===== src/rtl/exp_mul_axi4_lite_master.sv =====
// rtl/exp_mul_axi4_lite_master.sv - AXI4-Lite master running one job on the exponent/multiplier peripheral
// Optional feature macro: POLL_TIMEOUT_EN (bounds DONE polling to TIMEOUT_CYCLES).
module exp_mul_axi4_lite_master #(
    parameter logic [31:0] BASE_ADDR      = 32'h7440_0000,
    parameter int unsigned POLL_GAP       = 4,
    parameter int unsigned TIMEOUT_CYCLES = 1024
) (
    input  logic        M_AXI_ACLK,
    input  logic        M_AXI_ARESETN,
    input  logic        i_start_job,
    input  logic [3:0]  i_A,
    input  logic [3:0]  i_B,
    input  logic        i_select,
    output logic        o_busy,
    output logic        o_done,
    output logic        o_error,
    output logic [29:0] o_P,
    output logic [31:0] M_AXI_AWADDR,
    output logic        M_AXI_AWVALID,
    input  logic        M_AXI_AWREADY,
    output logic [31:0] M_AXI_WDATA,
    output logic [3:0]  M_AXI_WSTRB,
    output logic        M_AXI_WVALID,
    input  logic        M_AXI_WREADY,
    input  logic [1:0]  M_AXI_BRESP,
    input  logic        M_AXI_BVALID,
    output logic        M_AXI_BREADY,
    output logic [31:0] M_AXI_ARADDR,
    output logic        M_AXI_ARVALID,
    input  logic        M_AXI_ARREADY,
    input  logic [31:0] M_AXI_RDATA,
    input  logic [1:0]  M_AXI_RRESP,
    input  logic        M_AXI_RVALID,
    output logic        M_AXI_RREADY
);

    localparam logic [31:0] OFF_A     = 32'h00;
    localparam logic [31:0] OFF_B     = 32'h04;
    localparam logic [31:0] OFF_SEL   = 32'h08;
    localparam logic [31:0] OFF_START = 32'h0C;
    localparam logic [31:0] OFF_P     = 32'h10;
    localparam logic [31:0] OFF_DONE  = 32'h14;

    typedef enum logic [3:0] {
        S_IDLE,
        S_WR_A,
        S_WR_B,
        S_WR_SEL,
        S_WR_START,
        S_POLL,
        S_GAP,
        S_RD_P,
        S_FINISH
    } state_t;

    state_t      state;
    state_t      next_wr;
    logic [3:0]  a_q;
    logic [3:0]  b_q;
    logic        sel_q;
    logic        xfer_active;   // a transaction has been launched in the current state
    logic        aw_done;
    logic        w_done;
    logic [7:0]  gap_cnt;
    logic [31:0] wr_addr;
    logic [31:0] wr_data;
    logic [31:0] rd_addr;
    logic        timed_out;

    logic aw_hs;
    logic w_hs;
    logic b_hs;
    logic ar_hs;
    logic r_hs;

    assign aw_hs = M_AXI_AWVALID & M_AXI_AWREADY;
    assign w_hs  = M_AXI_WVALID  & M_AXI_WREADY;
    assign b_hs  = M_AXI_BREADY  & M_AXI_BVALID;
    assign ar_hs = M_AXI_ARVALID & M_AXI_ARREADY;
    assign r_hs  = M_AXI_RREADY  & M_AXI_RVALID;

    // Address, data and successor state for whichever register write the FSM is on
    always_comb begin
        wr_addr = BASE_ADDR + OFF_A;
        wr_data = {28'b0, a_q};
        next_wr = S_WR_B;
        case (state)
            S_WR_B: begin
                wr_addr = BASE_ADDR + OFF_B;
                wr_data = {28'b0, b_q};
                next_wr = S_WR_SEL;
            end
            S_WR_SEL: begin
                wr_addr = BASE_ADDR + OFF_SEL;
                wr_data = {31'b0, sel_q};
                next_wr = S_WR_START;
            end
            S_WR_START: begin
                wr_addr = BASE_ADDR + OFF_START;
                wr_data = 32'h1;
                next_wr = S_POLL;
            end
            default: ;
        endcase
    end

    assign rd_addr = (state == S_RD_P) ? (BASE_ADDR + OFF_P) : (BASE_ADDR + OFF_DONE);

`ifdef POLL_TIMEOUT_EN
    logic [31:0] to_cnt;

    // Poll budget: held at zero through the START write, then counts every POLL/GAP cycle
    always_ff @(posedge M_AXI_ACLK or negedge M_AXI_ARESETN) begin
        if (!M_AXI_ARESETN) begin
            to_cnt <= 32'd0;
        end else if (state == S_WR_START) begin
            to_cnt <= 32'd0;
        end else if ((state == S_POLL) || (state == S_GAP)) begin
            to_cnt <= to_cnt + 32'd1;
        end
    end

    assign timed_out = (to_cnt >= (TIMEOUT_CYCLES - 1));
`else
    assign timed_out = 1'b0;
`endif

    // Job sequencer: drives every AXI channel and the local result interface from registers
    always_ff @(posedge M_AXI_ACLK or negedge M_AXI_ARESETN) begin
        if (!M_AXI_ARESETN) begin
            state         <= S_IDLE;
            a_q           <= 4'd0;
            b_q           <= 4'd0;
            sel_q         <= 1'b0;
            xfer_active   <= 1'b0;
            aw_done       <= 1'b0;
            w_done        <= 1'b0;
            gap_cnt       <= 8'd0;
            o_busy        <= 1'b0;
            o_done        <= 1'b0;
            o_error       <= 1'b0;
            o_P           <= 30'd0;
            M_AXI_AWADDR  <= 32'd0;
            M_AXI_AWVALID <= 1'b0;
            M_AXI_WDATA   <= 32'd0;
            M_AXI_WSTRB   <= 4'h0;
            M_AXI_WVALID  <= 1'b0;
            M_AXI_BREADY  <= 1'b0;
            M_AXI_ARADDR  <= 32'd0;
            M_AXI_ARVALID <= 1'b0;
            M_AXI_RREADY  <= 1'b0;
        end else begin
            o_done      <= 1'b0;
            M_AXI_WSTRB <= 4'hF;
            case (state)
                S_IDLE, S_FINISH: begin
                    state <= S_IDLE;
                    if (i_start_job) begin
                        a_q     <= i_A;
                        b_q     <= i_B;
                        sel_q   <= i_select;
                        o_error <= 1'b0;
                        o_busy  <= 1'b1;
                        state   <= S_WR_A;
                    end
                end

                S_WR_A, S_WR_B, S_WR_SEL, S_WR_START: begin
                    if (!xfer_active) begin
                        xfer_active   <= 1'b1;
                        aw_done       <= 1'b0;
                        w_done        <= 1'b0;
                        M_AXI_AWADDR  <= wr_addr;
                        M_AXI_WDATA   <= wr_data;
                        M_AXI_AWVALID <= 1'b1;
                        M_AXI_WVALID  <= 1'b1;
                    end else begin
                        if (aw_hs) begin
                            M_AXI_AWVALID <= 1'b0;
                            aw_done       <= 1'b1;
                        end
                        if (w_hs) begin
                            M_AXI_WVALID <= 1'b0;
                            w_done       <= 1'b1;
                        end
                        // Response is only accepted once both address and data are through
                        if ((aw_done || aw_hs) && (w_done || w_hs) && !M_AXI_BREADY) begin
                            M_AXI_BREADY <= 1'b1;
                        end
                        if (b_hs) begin
                            M_AXI_BREADY <= 1'b0;
                            xfer_active  <= 1'b0;
                            if (M_AXI_BRESP != 2'b00) begin
                                o_error <= 1'b1;
                                o_done  <= 1'b1;
                                o_busy  <= 1'b0;
                                state   <= S_FINISH;
                            end else begin
                                state <= next_wr;
                            end
                        end
                    end
                end

                S_POLL, S_RD_P: begin
                    if (!xfer_active) begin
                        xfer_active   <= 1'b1;
                        M_AXI_ARADDR  <= rd_addr;
                        M_AXI_ARVALID <= 1'b1;
                    end else begin
                        if (ar_hs) begin
                            M_AXI_ARVALID <= 1'b0;
                            M_AXI_RREADY  <= 1'b1;
                        end
                        if (r_hs) begin
                            M_AXI_RREADY <= 1'b0;
                            xfer_active  <= 1'b0;
                            if (M_AXI_RRESP != 2'b00) begin
                                o_error <= 1'b1;
                                o_done  <= 1'b1;
                                o_busy  <= 1'b0;
                                state   <= S_FINISH;
                            end else if (state == S_RD_P) begin
                                o_P    <= M_AXI_RDATA[29:0];
                                o_done <= 1'b1;
                                o_busy <= 1'b0;
                                state  <= S_FINISH;
                            end else if (M_AXI_RDATA[0]) begin
                                state <= S_RD_P;
                            end else begin
                                gap_cnt <= 8'd0;
                                state   <= S_GAP;
                            end
                        end
                    end
                end

                S_GAP: begin
                    if (timed_out) begin
                        o_error <= 1'b1;
                        o_done  <= 1'b1;
                        o_busy  <= 1'b0;
                        state   <= S_FINISH;
                    end else if (gap_cnt == 8'(POLL_GAP - 1)) begin
                        state <= S_POLL;
                    end else begin
                        gap_cnt <= gap_cnt + 8'd1;
                    end
                end

                default: state <= S_IDLE;
            endcase
        end
    end

endmodule


===== config.mk =====
export PLATFORM = sky130hd
export DESIGN_NAME = exp_mul_axi4_lite_master
export DESIGN_NICKNAME = d
export VERILOG_FILES = /design/src/rtl/exp_mul_axi4_lite_master.sv
export SDC_FILE = /design/constraint.sdc
export NUM_CORES = 1
export LEC_CHECK = 0
export CORE_UTILIZATION = 44
export DETAILED_ROUTE_END_ITERATION = 12
export PLACE_DENSITY = 0.95
export REMOVE_ABC_BUFFERS = 1
export SLEW_MARGIN = 5
export SYNTH_ARGS = -nofsm -noshare
export SYNTH_HDL_FRONTEND = slang
export SYNTH_SLANG_ARGS = --single-unit

===== constraint.sdc =====
create_clock -name M_AXI_ACLK -period 3.4 [get_ports M_AXI_ACLK]
set_input_delay 0.68 -clock M_AXI_ACLK [delete_from_list [all_inputs] [get_ports M_AXI_ACLK]]
set_output_delay 0.68 -clock M_AXI_ACLK [all_outputs]
set_load 0.02 [all_outputs]

==> reports/metrics.yaml, run 1 <==
status: "finished, final reports clean"
fin_tns_setup_ps: 0
whs_ps: 451
htree_levels: 3
final.min_clock_period_ps: 2460
gr-total-overflow: 0
hpwlAfterDp_mm: 5.97
maxSlewViolCount: 0
path_max_fanout: 19
post-route-util_pct: 56.7
wl_per_cell_um: 14.5
seq_area_frac_synth_pct: 45.6
finalWirelength_mm: 8.32
critical_path_required_ps: 3640
cts_resized: 0
ir_worst_vdd_mv: 0.325
reg2reg_setup_slack_ps: 940
clk_latency_ps: 360
setup_violations: 0
finalNonFillerCells: 572
grt_use_met3_pct: 5.20
min_period_over_period_pct: 72.2
die_h_um: 96.8
synthArstFlopShare_pct: 100
maxCapViolCount: 0
nNetsFinal: 514
grt_usage_pct: 18.1
die_w_um: 96.8
row_count: 34
initial_core_util_pct: 45.3
path_class: "flip-flop to flip-flop"
grt_pass1_vias: 2713
rr_worst_depth: 4
final_antenna_net_count: 0
hold_violations: 0
crit_path_end_kind: "flip-flop"
drt_iter0_markers: 84
max_freq_ghz: 0.407
cts_buffer_depth: 2
reg2reg_to: "gap_cnt[6]"
io_buffers: 110
cts_hold_buf: 0
numCtsBuffers: 9
vias: 2898
fin_skew_ps: 8.44
path_clk_slew_ps: 70
drive_gt1_share_pct: 5.60
met2_usage_pct: 31.1
dr.pass1.iters: 4
critPathArrivalTime_ps: 2690
r2r_start: "state[0]"
synthDistinctLibCells: 57
synth-edff-count: 0
tightest_slew_ps: 1090
cts-root-buf: "clkbuf_8"
met1_usage_pct: 21.3
die-area_mm2: 0.00937
numClockSinks: 72
cts_tree: "yes"
post-cts-setup-buffer-count: 0
avgSynthCellArea_um2: 10.8
drc_errors: 0
vias_per_cell: 5.07
yosys_most_used_dff: "dfrtp_1"
antenna_found_initial: 0
gp_congestion: 0.857
hp-class: "input pin to async pin"
grt_pass1_wl_mm: 13.4
yosys_warnings: 0
dp.cells: 557
powerDensity_mw_per_mm2: 540
synth-seq-cells: 72
synthCells: 366
cp-start-kind: "flip-flop"
grt_busiest_layer: "met2"
rsz0062_at_grt: "false"
boundaryPins: 191
leakage_uw: 0.00229
grt_max_degree: 73
syn_area_mm2: 0.00395
slew_headroom_pct: 27.0
area_growth_pct: 25.1
num_antenna_cells: 0
core_area_mm2: 0.00872
-- worst max-delay path by stage --
stage | from | end | slack (ps)
4_1_cts | state[0] | gap_cnt[6] | 950
5_1_grt | state[0] | gap_cnt[6] | 720
2_1_floorplan | state[0] | o_P[0] | -370
3_5_place_dp | M_AXI_RRESP[1] | o_P[27] | 820
6_report | state[0] | gap_cnt[6] | 940
3_3_place_gp | M_AXI_RRESP[1] | o_P[15] | 860
-- cell families (layout without fill, tap and decap cells) --
| family | Yosys count | in the layout | synth area share, % |
|---|---|---|---|
| buf+inv | 110 | 131 | 19.2 |
| compound gates | 63 | 63 | 12.1 |
| other cells | 2 | 79 | 0.190 |
| mux | 44 | 44 | 12.4 |
| simple gates | 74 | 74 | 10.1 |
| fa+ha+maj | 1 | 1 | 0.317 |
| flops | 72 | 72 | 45.6 |
-- Yosys cell counts (4+ instances only) --
library cell   n  share of area [%]
a21oi_1       16                2.0
a31oi_1        4               0.63
and3_1         4               0.63
buf_2          8                1.0
buf_4         90                 17
clkbuf_1       7               0.66
dfrtp_1       72                 46
mux2_1        41                 12
nand2_1       11                1.0
nand3_1        7               0.89
nor2_1        21                2.0
nor3_1         7               0.89
o21ai_1        4               0.51
o21bai_1       4               0.76
-- state kept, by name (all words and copies together) (netlist names), 2 cells and up --
| register | count |
|---|---|
| M_AXI_AWADDR | 3 |
| a_q | 4 |
| M_AXI_ARADDR | 2 |
| gap_cnt | 8 |
| b_q | 4 |
| state | 4 |
| M_AXI_WDATA | 4 |
| o_P | 30 |
-- layout make-up --
cell class | instances | area (µm²)
clock buffer | 10 | 128
clock inverter | 5 | 58.8
fill | 719 | 3770
inverter | 3 | 11.3
multi-input combinational | 261 | 1690
sequential | 72 | 1800
tap | 108 | 135
timing repair buffer | 113 | 1120
-- power breakdown --
group	internal (µW)	total [µW]	switching, µW
logic	392	854	463
registers	993	1160	163
clock network	335	658	324
-- metrics by stage --
stage	total power [µW]	setup WS, ps	instance area (µm²)
2_1_floorplan	1660	-372	3490
3_5_place_dp	2020	825	4760
4_1_cts	2690	951	4950
6_report	2670	944	4950
5_1_grt	2830	721	4950
3_3_place_gp	1990	858	4760
-- cell usage in the layout (no fill, tap or decap), drive strengths merged, types with 2 or more instances in the layout --
master,count
clkdlybuf4s50,109
o2111a,2
o2bb2ai,2
a41oi,2
clkbuf,10
nor3b,3
a22o,3
mux2,41
conb,79
o21ai,6
nand2,11
nor3,7
nand3,7
and3,4
inv,2
and2,2
nor4,3
o41ai,2
a21o,3
nand4,2
buf,4
mux2i,3
a221o,2
nor2,21
dfrtp,72
a31oi,4
a22oi,3
o21a,2
clkinv,3
a21oi,16
nand2b,2
clkinvlp,2
o21bai,4
a211oi,4
and3b,3
-- layer usage --
| layer | vias to the layer above | wire (µm) |
|---|---|---|
| met5 | - | 0 |
| met4 | 0 | 162 |
| met3 | 15 | 579 |
| met2 | 153 | 4320 |
| met1 | 1423 | 3260 |
| li1 | 1307 | - |
-- critical path: stages (launching register included) --
cell and delay [ps]:
dfrtp_1 710, nand3b_1 410, nor3_1 590, o21ai_1 240, a221o_1 380
No activity file was read; power rests on OpenSTA's default activity.
==> run 2: changes to the inputs <==
--- a/config.mk
+++ b/config.mk
@@ -5,9 +5,9 @@
 export SDC_FILE = /design/constraint.sdc
 export NUM_CORES = 1
 export LEC_CHECK = 0
-export CORE_UTILIZATION = 44
+export CORE_UTILIZATION = 41
 export DETAILED_ROUTE_END_ITERATION = 12
-export PLACE_DENSITY = 0.95
+export PLACE_DENSITY = 0.93
 export REMOVE_ABC_BUFFERS = 1
 export SLEW_MARGIN = 5
 export SYNTH_ARGS = -nofsm -noshare
==> constraint.sdc (replaced) <==
create_clock -name M_AXI_ACLK -period 2.35 [get_ports M_AXI_ACLK]
set_input_delay 0.47 -clock M_AXI_ACLK [delete_from_list [all_inputs] [get_ports M_AXI_ACLK]]
set_output_delay 0.47 -clock M_AXI_ACLK [all_outputs]
set_load 0.02 [all_outputs]
==> run 2 against run 1 <==
Compared with the run above: cell count up 6.1%; utilization down 1.0 points; design area up 4.6%; clock power up 99%; global-route usage down 0.57 points; critical path depth up 1; flip-flop and latch count unchanged; die area up 7.2%; combinational power up 59%; first-iteration DRC count up 2.4%; clock skew up 1.7 ps; maximum frequency up 8.7%; highest routed layer unchanged.
==> reports/metrics.yaml, run 2 (synthesized netlist as in run 1, its figures left out) <==
status: "finished, final reports clean"
cp-endpoint: "state[2]"
die-area_mm2: 0.0100
slew_headroom_pct: 40.0
drt_iter0_markers: 86
slowest_delay_ps: 490
gr-total-overflow: 0
slowest_stage: "or4b_4"
largest_reg_flops: 30
fillers: 802
numCtsBuffers: 9
max_freq_ghz: 0.443
critical_path_required_ps: 2570
dpl_cell_area_mm2: 0.00490
vias: 2912
reg2reg_setup_slack_ps: 90
htree_levels: 3
initial_core_util_pct: 42.6
reg2reg_to: "state[2]"
dp_slack_ps: 30.7
final_antenna_net_count: 0
boundaryPins: 191
multiInputGateArea_mm2: 0.00169
die_w_um: 100
dr.pass1.iters: 4
cp-start-kind: "flip-flop"
antenna_found_initial: 0
setup_violations: 0
r2r_start: "gap_cnt[0]"
reg_top3: "o_P: 30 flops, gap_cnt: 8 flops"
maxCapViolCount: 0
drive_gt1_share_pct: 8.79
whs_ps: 268
die_h_um: 100
rr_worst_depth: 5
cp_cell_sequence: "ha_2 -> or4b_4 -> o41a_4 -> a211oi_4 -> mux2_1"
min_period_over_period_pct: 96.2
hpwlAfterDp_mm: 6.37
drc_errors: 0
grt_usage_pct: 17.5
path_max_fanout: 6
cts_hold_buf: 0
power_uw: 4300
numClockSinks: 72
area_growth_pct: 30.9
path_class: "flip-flop to flip-flop"
ir_worst_vdd_mv: 0.612
grt_pass1_vias: 2780
clk_latency_ps: 340
finalWirelength_mm: 8.63
critPathArrivalTime_ps: 2480
grt_max_degree: 73
gp_congestion: 0.863
core_area_mm2: 0.00928
path_clk_slew_ps: 80
seqCellArea_mm2: 0.00180
post-cts-setup-buffer-count: 0
hp-class: "input pin to async pin"
startpoint: "gap_cnt[0]"
tightest_slew_ps: 901
vias_per_cell: 4.80
cts_tree: "yes"
maxSlewViolCount: 0
fin_skew_ps: 10.1
hold_violations: 0
leakage_uw: 0.00241
final.min_clock_period_ps: 2260
regMostFlops: "o_P"
rsz0062_at_grt: "false"
final_common_cell: "clkdlybuf4s50_1"
wl_per_cell_um: 14.2
powerDensity_mw_per_mm2: 830
final_area_mm2: 0.00517
fin_ws_ps: 90.2
grt_pass1_wl_mm: 13.6
nNetsFinal: 528
io_buffers: 110
num_antenna_cells: 0
layout_common_cells: "109 x clkdlybuf4s50_1, 79 x conb_1, 72 x dfrtp_1"
cts-root-buf: "clkbuf_8"
cts_buffer_depth: 2
row_count: 35
crit_path_end_kind: "flip-flop"
cts_resized: 0
[run 2: final cells by class]
class                      count  share of cell area (%)
multi-input combinational    261                    32.7
clock inverter                 5                    2.49
timing repair buffer         127                    23.9
inverter                       3                   0.218
clock buffer                  10                    2.66
tap                          129                    3.12
sequential                    72                    34.8
[run 2: where the power goes]
group | leakage [µW] | switching, µW | internal, µW
registers | 0.000951 | 192 | 1440
clock network | 0.000133 | 469 | 838
logic | 0.00132 | 738 | 621
total | 0.00241 | 1400 | 2900
[run 2: worst min path at each step]
stage	from	to	slack, ps	cells after the start
global placement	o_P[24]	o_P[24]	470	1
finish	M_AXI_ARESETN	a_q[1]	270	1
CTS	M_AXI_ARESETN	M_AXI_WDATA[2]	290	1
detailed placement	M_AXI_AWADDR[3]	M_AXI_AWADDR[3]	470	2
floorplan	M_AXI_ARESETN	M_AXI_ARADDR[29]	170	0
global route	M_AXI_ARESETN	a_q[2]	340	1
[run 2: metrics by stage]
step | utilization, % | TNS, ps | instances
2_1_floorplan | - | -42660 | 336
3_3_place_gp | 52.8 | 0 | 592
3_5_place_dp | 52.8 | 0 | 592
4_1_cts | 55.7 | 0 | 607
5_1_grt | 55.7 | 0 | 607
6_report | 55.7 | 0 | 607
[run 2: per-layer routing]
metal	GRT usage [%]	wire [µm]	vias to the layer above	part of all wire, %
li1	-	-	1337	-
met1	20.8	3410	1420	40
met2	31.4	4550	141	53
met3	3.48	547	14	6.3
met4	6.47	124	0	1.4
met5	0	0	-	0
[run 2: worst max-delay path: cells and delay by family (launching register included)]
kind | cells | cell delay (ps)
flops | 1 | 420
compound gates | 2 | 640
fa+ha+maj | 1 | 250
mux | 1 | 350
simple gates | 1 | 490
